## src/rtl/uart_rx_os.sv

```systemverilog
// 16x-oversampled UART receiver with majority-vote sampling, parity/framing/overrun
// detection and a valid/ready output. Optional break detection: UART_RX_BREAK_DET_EN.
`timescale 1ns/1ps
module uart_rx_os #(
  parameter int Clk_Freq   = 50_000_000,
  parameter int Baud_Rate  = 115200,
  parameter int DATA_LEN   = 8,
  parameter int PARITY     = 0,
  parameter int STOP_BITS  = 1,
  parameter int OVERSAMPLE = 16
) (
  input  logic                clk_sys,
  input  logic                rst,
  input  logic                uart_rx,
  output logic [DATA_LEN-1:0] rx_dat,
  output logic                rx_valid,
  input  logic                rx_ready,
  output logic                parity_err,
  output logic                frame_err,
  output logic                overrun_err,
  output logic                busy,
  output logic                break_det
);

  localparam int DIV   = Clk_Freq / (Baud_Rate * OVERSAMPLE);
  localparam int DIV_W = (DIV > 1) ? $clog2(DIV) : 1;
  localparam int TCK_W = $clog2(OVERSAMPLE);
  localparam int BIT_W = $clog2(DATA_LEN);

  localparam logic [DIV_W-1:0] DIV_LAST = DIV_W'(DIV - 1);
  localparam logic [TCK_W-1:0] T_S0     = TCK_W'(OVERSAMPLE / 2 - 1);
  localparam logic [TCK_W-1:0] T_S1     = TCK_W'(OVERSAMPLE / 2);
  localparam logic [TCK_W-1:0] T_S2     = TCK_W'(OVERSAMPLE / 2 + 1);
  localparam logic [TCK_W-1:0] T_LAST   = TCK_W'(OVERSAMPLE - 1);
  localparam logic [BIT_W-1:0] B_LAST   = BIT_W'(DATA_LEN - 1);

`ifdef UART_RX_BREAK_DET_EN
  typedef enum logic [2:0] {S_IDLE, S_START, S_DATA, S_PARITY, S_STOP, S_BRK_WAIT} state_t;
`else
  typedef enum logic [2:0] {S_IDLE, S_START, S_DATA, S_PARITY, S_STOP} state_t;
`endif

  state_t state, state_nx;

  logic                rx_meta, rx_s, rx_prev;
  logic [DIV_W-1:0]    div_cnt;
  logic [TCK_W-1:0]    tick_cnt;
  logic [BIT_W-1:0]    bit_cnt;
  logic                stop_cnt;
  logic [1:0]          smp;
  logic [DATA_LEN-1:0] data_sr;
  logic                par_bit;
  logic                ferr_acc;
  logic                done;

  logic tick, fall, start_edge, mid_done, bit_end, maj, last_stop;
  logic par_exp, perr;

  // Two-flop synchronizer plus one history flop for edge detection; idle line is 1.
  always_ff @(posedge clk_sys or posedge rst) begin
    if (rst) begin
      rx_meta <= 1'b1;
      rx_s    <= 1'b1;
      rx_prev <= 1'b1;
    end else begin
      // NOTE: registered state always uses <= so every flop samples pre-edge values.
      rx_meta <= uart_rx;
      rx_s    <= rx_meta;
      rx_prev <= rx_s;
    end
  end

  assign fall       = rx_prev & ~rx_s;
  assign start_edge = (state == S_IDLE) && fall;
  assign tick       = (div_cnt == DIV_LAST);
  assign mid_done   = tick && (tick_cnt == T_S2);
  assign bit_end    = tick && (tick_cnt == T_LAST);
  assign maj        = (smp[0] & smp[1]) | (smp[0] & rx_s) | (smp[1] & rx_s);
  assign last_stop  = (stop_cnt == 1'(STOP_BITS - 1));
  assign par_exp    = (PARITY == 1) ? ~^data_sr : ^data_sr;
  assign perr       = (PARITY != 0) && (par_bit != par_exp);
  assign busy       = (state != S_IDLE);

`ifdef UART_RX_BREAK_DET_EN
  logic stop_one, done_brk, brk_now;
  assign brk_now = (data_sr == '0) && ((PARITY == 0) || !par_bit) && !stop_one && !maj;
`else
  assign break_det = 1'b0;
`endif

  // Tick divider, re-phased on every start edge so the sample points track the frame.
  always_ff @(posedge clk_sys or posedge rst) begin
    if (rst)                  div_cnt <= '0;
    else if (start_edge || tick) div_cnt <= '0;
    else                      div_cnt <= div_cnt + 1'b1;
  end

  always_ff @(posedge clk_sys or posedge rst) begin
    if (rst) state <= S_IDLE;
    else     state <= state_nx;
  end

  always_comb begin
    // NOTE: default first, so no path through the case can leave state_nx unassigned (latch).
    state_nx = state;
    case (state)
      S_IDLE:   if (fall) state_nx = S_START;
      S_START: begin
        if (mid_done && maj) state_nx = S_IDLE;
        else if (bit_end)    state_nx = S_DATA;
      end
      S_DATA:   if (bit_end && bit_cnt == B_LAST) state_nx = (PARITY != 0) ? S_PARITY : S_STOP;
      S_PARITY: if (bit_end) state_nx = S_STOP;
      S_STOP: begin
        if (mid_done && last_stop) begin
`ifdef UART_RX_BREAK_DET_EN
          state_nx = brk_now ? S_BRK_WAIT : S_IDLE;
`else
          state_nx = S_IDLE;
`endif
        end
      end
`ifdef UART_RX_BREAK_DET_EN
      S_BRK_WAIT: if (tick && rx_s && tick_cnt == T_LAST) state_nx = S_IDLE;
`endif
      default:  state_nx = S_IDLE;
    endcase
  end

  // Bit-level datapath: tick phase, samples, shift register and frame flags.
  always_ff @(posedge clk_sys or posedge rst) begin
    if (rst) begin
      tick_cnt <= '0;
      bit_cnt  <= '0;
      stop_cnt <= 1'b0;
      smp      <= 2'b11;
      data_sr  <= '0;
      par_bit  <= 1'b0;
      ferr_acc <= 1'b0;
      done     <= 1'b0;
`ifdef UART_RX_BREAK_DET_EN
      stop_one <= 1'b0;
      done_brk <= 1'b0;
`endif
    end else begin
      done <= 1'b0;

      if (start_edge) tick_cnt <= '0;
`ifdef UART_RX_BREAK_DET_EN
      // Break recovery needs an unbroken run of high ticks; any low restarts it.
      else if (state_nx == S_BRK_WAIT && (state != S_BRK_WAIT || !rx_s)) tick_cnt <= '0;
`endif
      else if (tick) tick_cnt <= (tick_cnt == T_LAST) ? '0 : tick_cnt + 1'b1;

      if (tick && tick_cnt == T_S0) smp[0] <= rx_s;
      if (tick && tick_cnt == T_S1) smp[1] <= rx_s;

      if (start_edge) begin
        bit_cnt  <= '0;
        stop_cnt <= 1'b0;
        par_bit  <= 1'b0;
        ferr_acc <= 1'b0;
`ifdef UART_RX_BREAK_DET_EN
        stop_one <= 1'b0;
`endif
      end

      if (state == S_DATA && mid_done) data_sr <= {maj, data_sr[DATA_LEN-1:1]};
      if (state == S_DATA && bit_end && bit_cnt != B_LAST) bit_cnt <= bit_cnt + 1'b1;
      if (state == S_PARITY && mid_done) par_bit <= maj;

      if (state == S_STOP && mid_done) begin
        ferr_acc <= ferr_acc | ~maj;
`ifdef UART_RX_BREAK_DET_EN
        stop_one <= stop_one | maj;
`endif
        if (last_stop) begin
          done <= 1'b1;
`ifdef UART_RX_BREAK_DET_EN
          done_brk <= brk_now;
`endif
        end
      end
      if (state == S_STOP && bit_end) stop_cnt <= stop_cnt + 1'b1;
    end
  end

  // Output holding register and handshake; a completion wins over a plain consume.
  always_ff @(posedge clk_sys or posedge rst) begin
    if (rst) begin
      rx_dat      <= '0;
      rx_valid    <= 1'b0;
      parity_err  <= 1'b0;
      frame_err   <= 1'b0;
      overrun_err <= 1'b0;
`ifdef UART_RX_BREAK_DET_EN
      break_det   <= 1'b0;
`endif
    end else begin
      overrun_err <= 1'b0;
`ifdef UART_RX_BREAK_DET_EN
      break_det   <= 1'b0;
`endif
      if (done) begin
`ifdef UART_RX_BREAK_DET_EN
        if (done_brk) break_det <= 1'b1;
        else
`endif
        if (!rx_valid || rx_ready) begin
          rx_dat     <= data_sr;
          parity_err <= perr;
          frame_err  <= ferr_acc;
          rx_valid   <= 1'b1;
        end else begin
          overrun_err <= 1'b1;
        end
      end else if (rx_valid && rx_ready) begin
        rx_valid   <= 1'b0;
        parity_err <= 1'b0;
        frame_err  <= 1'b0;
      end
    end
  end

endmodule

```

## config.mk

```make
export PLATFORM = sky130hd
export DESIGN_NAME = uart_rx_os
export DESIGN_NICKNAME = d
export VERILOG_FILES = /design/src/rtl/uart_rx_os.sv
export SDC_FILE = /design/constraint.sdc
export NUM_CORES = 1
export LEC_CHECK = 0
export CAP_MARGIN = 5
export CORE_MARGIN = 4
export CORE_UTILIZATION = 45
export CTS_BUF_LIST = sky130_fd_sc_hd__clkbuf_8 sky130_fd_sc_hd__clkbuf_16
export DETAILED_ROUTE_END_ITERATION = 6
export GPL_TIMING_DRIVEN = 0
export PLACE_DENSITY_LB_ADDON = 0.05
export SETUP_SLACK_MARGIN = 0.1
export SLEW_MARGIN = 20
export SYNTH_ARGS = -nofsm -noshare
export SYNTH_HDL_FRONTEND = slang
export SYNTH_SLANG_ARGS = --single-unit
```

## constraint.sdc

```tcl
create_clock -name clk_sys -period 1.8 [get_ports clk_sys]
set_input_delay 0.27 -clock clk_sys [delete_from_list [all_inputs] [get_ports clk_sys]]
set_output_delay 0.27 -clock clk_sys [all_outputs]
set_load 0.05 [all_outputs]
```

Yosys cells after proc, flatten, opt, wreduce, memory -nomap -nowiden
Index checks and enable logic that the tools add are counted.
{"block": "totals", "reg_bits": 43, "elab_cells": 103}
{"block": "classes", "n_addsub": 4, "eq_ne": 17, "n_mux": 27, "n_bitwise": 10, "reduce_logical": 27}
{"operator": "2-to-1 mux 3 bit", "n": 8}
{"operator": "one-hot mux 3 bit (5 select lines)", "n": 1}
{"operator": "logical AND 1 bit", "n": 14}
{"operator": "2-to-1 mux 1 bit", "n": 14}
{"operator": "== test 4 bit (second input constant)", "n": 3}
{"operator": "2-to-1 mux 4 bit", "n": 3}
{"operator": "nonzero test 2 bit", "n": 5}
{"operator": "!= test 2 bit (second input constant)", "n": 4}
{"operator": "== test 3 x 2 -> 1 bit (second input constant)", "n": 2}
{"operator": "== test 3 bit (second input constant)", "n": 2}
{"operator": "!= test 3 bit (second input constant)", "n": 2}
{"operator": "adder 5 x 1 -> 5 bit (second input constant)", "n": 1}
{"operator": "== test 5 bit (second input constant)", "n": 1}
{"operator": "2-to-1 mux 5 bit", "n": 1}
{"operator": "AND reduction 5 bit", "n": 1}
{"operator": "adder 4 x 1 -> 4 bit (second input constant)", "n": 1}
{"operator": "AND 1 bit", "n": 4}
{"operator": "== test 4 x 3 -> 1 bit (second input constant)", "n": 1}
{"operator": "AND reduction 2 bit", "n": 2}
{"operator": "adder 3 x 1 -> 3 bit (second input constant)", "n": 1}
{"operator": "== test 3 x 1 -> 1 bit (second input constant)", "n": 1}
{"operator": "logical NOT 3 bit", "n": 1}
{"operator": "NOT 1 bit", "n": 3}
{"operator": "bitwise OR 1 bit", "n": 3}
{"operator": "5 further kinds", "n": 6}

Logic depth before layout (Yosys ltp)
Gate-level depths: netlist (run 1).
{"block": "depth", "ltp_word": 6, "depth_mapped": 7, "mapped_depth_nobuf": 6}

Worst setup path before layout (run 1)
Ideal clock, no wire load.
{"block": "synth_path", "path_kind": "reg-to-reg", "startpoint": "reg state[1]", "endpoint": "reg div_cnt[2]", "setup_time_ps": 122, "arrival_time_ps": 1792, "required_time_ps": 1678, "path_slack_ps": -114, "stages_incl_launch_ff": 7, "cell_sequence": "dfrtp_1 buf_2 or3_1 or3b_1 buf_2 nand2_1 nor2_1"}
{"block": "synth_between", "elab_chain_cells": 4}
{"element": "from (decl)", "line_no": "43", "rtl": "state_t state, state_nx;"}
{"element": "from (signal assigned)", "line_no": "100", "rtl": "else state <= state_nx;"}
{"element": "logical NOT 3 bit", "line_no": "74", "rtl": "assign start_edge = (state == S_IDLE) && fall;"}
{"element": "logical AND 1 bit", "line_no": "74"}
{"element": "logical OR 1 bit", "line_no": "94", "rtl": "else if (start_edge || tick) div_cnt <= '0;"}
{"element": "2-to-1 mux 5 bit", "line_no": "94"}
{"element": "to (signal assigned)", "line_no": "95", "rtl": "else div_cnt <= div_cnt + 1'b1;"}
{"element": "to (decl)", "line_no": "46", "rtl": "logic [DIV_W-1:0] div_cnt;"}
No other way between the ends.
A chain may end at the register's enable or synchronous reset.

Worst setup path in the final report (run 1)
{"block": "layout_path", "startpoint": "reg div_cnt[0]", "endpoint": "reg bit_cnt[0]"}
{"block": "layout_between", "elab_chain_cells": 5, "elab_cells_between_ends": 6, "classes_between": "eq/ne: 1; mux: 1; reduce/logical: 4"}
{"element": "== test 5 bit (*)", "line_no": "75", "rtl": "assign tick = (div_cnt == DIV_LAST);"}
{"element": "logical AND 1 bit (*)", "line_no": "77", "rtl": "assign bit_end = tick && (tick_cnt == T_LAST);"}
{"element": "logical AND 1 bit (*) (2 in series)", "line_no": "169", "rtl": "if (state == S_DATA && bit_end && bit_cnt != B_LAST) bit_cnt <= bit_cnt + 1'b1;"}
{"element": "2-to-1 mux 3 bit or nonzero test 2 bit (tied branches)"}
{"element": "to (signal assigned)", "line_no": "169"}
{"element": "to (decl)", "line_no": "48", "rtl": "logic [BIT_W-1:0] bit_cnt;"}
Mark *: on every way between the ends. The rest lies on a longest branch, timed or not.

==> summary.txt, run 1 <==
Clock tree
  – Hold buffers post-CTS: 0
  – Clock root buffer: clkbuf_8
  – Reg clk slew, reported paths: 80 ps
  – Worst-Skew Late Latency: 290 ps
  – CTS Buffer Depth: 2
  – CTS tree: built
  – CTS Buf Count: 5
  – Clock sinks: 42
  – Htree depth: 2

Die
  – Die area: 5260 µm²
  – Die width: 72.6 µm
  – Starting Density: 0.466
  – I/O pins: 18
  – Die Height: 72.6 µm
  – Core footprint: 4030 µm²
  – Rows: 23

Power and ir drop
  – Pwr/cell area: 873 nW/µm²
  – Worst VDD drop: 545 µV
  – Overall power after layout: 0.00206 W
  – Pleak: 1.23 nW

Placement
  – DP HPWL: 2440 µm
  – Setup WS pre-CTS: -153 ps
  – IO Port Bufs: 15
  – Global placement routability congestion: 0.894

Final layout
  – Layout cells sized above 1: 0.297
  – Fill cells: 350
  – # diodes: 0
  – Final Net Count: 203
  – Final core occ: 0.587
  – Area grow syn2layout: 26.0%

Timing
  – Fmax: 555 MHz
  – Final count of hold timing violations: 0
  – Post-route worst setup slack: -0.490 ps
  – Min Tclk post-route: 1800 ps
  – Clock Skew: 11.5 ps
  – Final setup viols: 1
  – RSZ-0062 raised after global routing: yes
  – Period utilisation layout: 1.00
  – Slew Limit Headroom: 0.665
  – Final Max Tran Viols: 0
  – Setup TNS: -0.490 ps
  – Hold_ws: 271 ps
  – Worst slew pin tran: 496 ps

Yosys
  – Register area share after synthesis: 0.564
  – Yosys reg bits: 42
  – Synth warnings: 0
  – Asr flop ratio synth: 1.00
  – Most common flop cell mapped by yosys: dfrtp_1
  – Number of distinct library cells after synthesis: 36
  – Post-synth EDFFs: 0
  – Post-Syn Area per Cell: 11.8 µm²
  – Synth Instances: 159
  – Post-synthesis cell area: 1880 µm²

Critical path
  – WS Path Type: flip-flop to flip-flop
  – CP required: 2010 ps
  – Worst reg2reg setup slack: -0.5 ps
  – FF-to-FF path depth: 7
  – Reg-to-reg startpoint: div_cnt[0]$_DFF_PP0_
  – Setup crit end: bit_cnt[0]$_DFFE_PP0P_
  – Crit Reg-Reg Endpoint: bit_cnt[0]$_DFFE_PP0P_
  – Crit start category: flip-flop
  – Arr. time, crit path: 2010 ps
  – Crit path from: div_cnt[0]$_DFF_PP0_
  – Worst Setup End Kind: flip-flop
  – Max Fanout on Critical Path: 4

Global route
  – Vias in the first global route: 1319
  – Total grt overflow: 0
  – Initial antenna violation count: 0
  – Global-route wire length before repair: 6300 µm
  – All-layer global routing usage: 0.156
  – Largest net degree at the start of global routing: 28

Detailed routing
  – Drt total wl: 3460 µm
  – DR DRC count: 0
  – WL per Instance: 14.3 µm
  – Initial DRC count: 76
  – DRT antenna net count: 0
  – Vias/cell: 5.07
  – 1st-pass router iterations: 4
  – Vias after detailed routing: 1228

Run status
  – Failing checks: negative setup slack
  – Status: complete, but fails checks

Min path
  – Hold Path Class: primary input to async pin

Flow run
  – Max-cap violations: 0
-- through the flow --
stage | instances | cell area, µm²
after global routing | 242 | 2360
final | 242 | 2360
after CTS | 240 | 2330
after detailed placement | 226 | 2140
after global placement | 225 | 2120
after floorplan | 160 | 1910
-- routing by layer --
metal | wire length, µm | track usage | share of wire
met1 | 1600 | 0.200 | 0.46
met2 | 1680 | 0.253 | 0.48
met3 | 120 | 0.0416 | 0.035
met4 | 59 | 0.0553 | 0.017
met5 | 0 | 0 | 0
-- sequential cells by signal, summed over array words and instances, names as in the netlist, 2 cells and up --
signal,cells
data_sr,8
rx_dat,8
div_cnt,5
tick_cnt,4
bit_cnt,3
state,3
smp,2
-- power breakdown --
group	switching [W]	internal [W]	total [W]
combinational	0.000205	0.000197	0.000402
clock	0.000286	0.000256	0.000541
sequential	0.0000916	0.00103	0.00112
-- how the worst min path moves through the flow --
stage / endpoint / slack (ps)
3_3_place_gp: rx_s$_DFF_PP1_ / 350
5_1_grt: bit_cnt[0]$_DFFE_PP0P_ / 290
2_1_floorplan: rx_meta$_DFF_PP1_ / 270
6_report: bit_cnt[0]$_DFFE_PP0P_ / 270
3_5_place_dp: rx_s$_DFF_PP1_ / 350
4_1_cts: bit_cnt[0]$_DFFE_PP0P_ / 280
-- logic make-up after synthesis --
kind of cell	Yosys count	synth area share
AND/OR/NAND/NOR	50	0.136
other	1	0.00200
flip-flops	42	0.564
adder cells (fa/ha/maj)	8	0.0520
AO/OA/AOI/OAI	15	0.0547
XOR/XNOR	4	0.0187
buffers and inverters	16	0.0380
multiplexers	23	0.135
-- synth_stat cells, types with 2 or more instances --
| cell type | number | share of area |
|---|---|---|
| dfrtp_1 | 37 | 0.49 |
| mux2_2 | 18 | 0.11 |
| nand2_1 | 17 | 0.034 |
| nor2_1 | 12 | 0.024 |
| inv_1 | 11 | 0.022 |
| ha_1 | 7 | 0.047 |
| a21oi_1 | 6 | 0.016 |
| dfstp_2 | 5 | 0.070 |
| mux2i_1 | 5 | 0.027 |
| nand3_1 | 5 | 0.013 |
| buf_2 | 3 | 0.0080 |
| nor3_1 | 3 | 0.0080 |
| buf_4 | 2 | 0.0080 |
| nand2b_1 | 2 | 0.0067 |
| nor3b_1 | 2 | 0.0080 |
| o31ai_1 | 2 | 0.0080 |
| xnor2_1 | 2 | 0.0093 |
| xor2_1 | 2 | 0.0093 |
-- cell usage in the layout (no fill, tap or decap), types with 2 or more instances in the layout --
cell / instances
a21oi_1: 6
buf_4: 11
buf_6: 3
clkbuf_8: 5
clkdlybuf4s50_1: 3
conb_1: 2
dfrtp_1: 37
dfstp_2: 5
dlygate4sd2_1: 10
ha_1: 6
inv_1: 12
mux2_2: 9
mux2_4: 9
mux2i_1: 5
nand2_1: 16
nand2b_1: 2
nand3_1: 5
nor2_1: 12
nor3_1: 2
o31ai_1: 2
xnor2_1: 2
xor2_1: 2
-- worst max-delay path, cell delays in order, from the launching register on --
cell,delay (ps)
dfrtp_1,380
inv_1,60
ha_2,170
and4b_2,250
nand2_2,90
or4_4,490
buf_6,140
mux2i_1,150
-- final cells by class --
cell class	instances	area, µm²	share of cell area
clock buffers	5	68.8	0.0291
inverters	11	41.3	0.0175
multi-input cells	102	845	0.357
plain buffers	5	48.8	0.0206
well taps	50	62.6	0.0265
flip-flops and latches	42	1060	0.447
clock inverters	2	7.51	0.00318
repair buffers	25	233	0.0985
-- what timing repair did --
item	CTS	global route
setup buffers	7	2
pin swaps	1	3
gates cloned	0	0
resized for setup	29	10
setup endpoints to repair	31	26
Note: power is estimated with default switching activity, not from simulation.
==> run 2, diff against run 1 <==
- CTS_BUF_LIST: sky130_fd_sc_hd__clkbuf_8 sky130_fd_sc_hd__clkbuf_16 -> default
==> run 2 against run 1 <==
  * The run still ends with negative setup slack left
  * Worst setup slack worse by 3.5 ps
  * Combinational power hardly changed
  * Largest power group unchanged
  * Sequential cell count did not move
  * Global-route usage is the same
  * Cell count unchanged
==> summary.txt, run 2 (synthesis gave the netlist of run 1 again) <==
Detailed routing
  – WL per Instance: 14.2 µm (was 14.3 µm)
  – Routed met2 length: 1680 µm (about the same)
  – DR DRC count: 0 (unchanged)
  – Drt total wl: 3440 µm (was 3460 µm)
  – Vias after detailed routing: 1231 (was 1228)
  – DRT antenna net count: 0 (unchanged)
  – Met3 WL: 131 µm (was 120 µm)
  – WL met1: 1570 µm (was 1600 µm)
  – Initial DRC count: 76 (unchanged)
  – Vias/cell: 5.09 (was 5.07)
  – Highest routed layer: met4 (unchanged)
  – 1st-pass router iterations: 4 (unchanged)

Final layout
  – Highest-count cells in the layout ignoring fill and taps: 37 x dfrtp_1, 16 x nand2_1, 12 x nor2_1 (was 37 x dfrtp_1, 16 x nand2_1, 12 x nor2_1, 12 x inv_1, 11 x buf_4)
  – Most common cell after layout, fill and taps aside: dfrtp_1 (unchanged)
  – Final Non-Filler Cells: 242 (unchanged)
  – # diodes: 0 (unchanged)
  – Final core occ: 0.587 (unchanged)
  – Final Net Count: 203 (unchanged)
  – Largest regs: data_sr: 8 flops, rx_dat: 8 flops, div_cnt: 5 flops (unchanged)
  – Area grow syn2layout: 26.0% (unchanged)
  – Layout cells sized above 1: 0.297 (unchanged)

Clock tree
  – Htree depth: 2 (unchanged)
  – Worst-Skew Late Latency: 290 ps (about the same)
  – Reg clk slew, reported paths: 80 ps (about the same)
  – Clock root buffer: clkbuf_8 (unchanged)
  – CTS tree: built (unchanged)
  – CTS Buffer Depth: 2 (unchanged)
  – Hold buffers post-CTS: 0 (unchanged)
  – CTS Buf Count: 5 (unchanged)
  – Clock sinks: 42 (unchanged)

Placement
  – Global placement routability congestion: 0.894 (unchanged)
  – DP HPWL: 2440 µm (unchanged)
  – Setup WS pre-CTS: -153 ps (unchanged)
  – Placed cells: 226 (unchanged)
  – IO Port Bufs: 15 (unchanged)

Timing
  – Final Max Tran Viols: 0 (unchanged)
  – Min Tclk post-route: 1800 ps (about the same)
  – Clock Skew: 10.5 ps (was 11.5 ps)
  – Final count of hold timing violations: 0 (unchanged)
  – Worst slew pin tran: 496 ps (about the same)
  – Period utilisation layout: 1.00 (about the same)
  – Final setup viols: 3 (was 1)
  – Slew Limit Headroom: 0.665 (about the same)
  – Fmax: 554 MHz (was 555 MHz)
  – Post-route worst setup slack: -3.99 ps (was -0.490 ps)
  – RSZ-0062 raised after global routing: yes (unchanged)

Global route
  – Vias in the first global route: 1319 (unchanged)
  – Initial antenna violation count: 0 (unchanged)
  – Global-route wire length before repair: 6300 µm (unchanged)
  – Total grt overflow: 0 (unchanged)
  – Largest net degree at the start of global routing: 28 (unchanged)
  – All-layer global routing usage: 0.156 (unchanged)

Flow run
  – Max-cap violations: 0 (unchanged)

Die
  – Rows: 23 (unchanged)
  – Die area: 5260 µm² (unchanged)
  – Die width: 72.6 µm (unchanged)
  – Die Height: 72.6 µm (unchanged)
  – Core footprint: 4030 µm² (unchanged)
  – Starting Density: 0.466 (unchanged)
  – I/O pins: 18 (unchanged)

Critical path
  – Slowest stage cell, crit path: or4_4 (unchanged)
  – Worst Setup End Kind: flip-flop (unchanged)
  – Max Fanout on Critical Path: 4 (unchanged)
  – Worst reg2reg setup slack: -4 ps (was -0.5 ps)
  – Reg-to-reg startpoint: div_cnt[0]$_DFF_PP0_ (unchanged)
  – Delay of the slowest critical-path stage: 490 ps (about the same)
  – Critical path cell sequence: inv_1 -> ha_2 -> and4b_2 -> nand2_2 -> or4_4 -> buf_6 -> mux2i_1 (unchanged)
  – Cell family with most CP delay: simple AND/OR/NAND/NOR gates (unchanged)
  – Worst path bufs/invs: 2 (unchanged)
  – CP required: 2010 ps (about the same)
  – Crit Reg-Reg Endpoint: bit_cnt[0]$_DFFE_PP0P_ (unchanged)
  – FF-to-FF path depth: 7 (unchanged)
  – Arr. time, crit path: 2010 ps (about the same)
  – Crit start category: flip-flop (unchanged)
  – WS Path Type: flip-flop to flip-flop (unchanged)
  – Crit path from: div_cnt[0]$_DFF_PP0_ (unchanged)

Run status
  – Failing checks: negative setup slack (unchanged)
  – Status: complete, but fails checks (unchanged)

Min path
  – Hold Path Class: primary input to async pin (unchanged)

Power and ir drop
  – Worst VDD drop: 541 µV (was 545 µV)
  – Overall power after layout: 0.00207 W (was 0.00206 W)
  – Pwr/cell area: 876 nW/µm² (was 873 nW/µm²)
  – Pleak: 1.22 nW (was 1.23 nW)
[run 2: changes by cell type in the layout (fill, tap and decap cells not counted)]
cell | before | now
clkbuf_1 | 0 | 2
inv_1 | 12 | 10
[run 2: report_power, final]
group | internal [W] | total, W | switching, W
clock network | 0.000267 | 0.000550 | 0.000283
logic | 0.000197 | 0.000402 | 0.000204
registers | 0.00103 | 0.00112 | 0.0000915
[run 2: per-stage QoR]
step | hold slack (ps) | instance area, µm² | TNS, ps
finish | 272 | 2360 | -5.45
global route | 294 | 2360 | -807
CTS | 278 | 2330 | -60.9
detailed placement | 348 | 2140 | -1600
global placement | 346 | 2120 | -9670
floorplan | 274 | 1910 | 0
[run 2: area by class of cell]
type                    instances  area (µm²)
fillers                       350        1670
flip-flops and latches         42        1060
multi-input cells             102         845
repair buffers                 25         233
clock buffers                   7        76.3
well taps                      50        62.6
plain buffers                   5        48.8
inverters                      11        41.3
[run 2: how the worst max path moves through the flow]
stage	cells after the start	slack [ps]	to
2_1_floorplan	7	40	bit_cnt[0]$_DFFE_PP0P_
3_3_place_gp	2	-230	div_cnt[0]$_DFF_PP0_
6_report	7	-4	bit_cnt[0]$_DFFE_PP0P_
3_5_place_dp	6	-150	data_sr[5]$_DFFE_PP0P_
5_1_grt	7	-100	bit_cnt[0]$_DFFE_PP0P_
4_1_cts	3	-30	busy
[run 2: metal layers]
| layer | track usage | up-vias |
|---|---|---|
| met2 | 0.253 | 22 |
| li1 | - | 605 |
| met4 | 0.0553 | 0 |
| met5 | 0 | - |
| met1 | 0.200 | 598 |
| met3 | 0.0416 | 6 |
[run 2: repair_timing]
action / in CTS / in global routing
pin swaps: 1 / 3
endpoints found under the setup margin: 31 / 26
buffers inserted: 7 / 2
resized for setup: 29 / 10
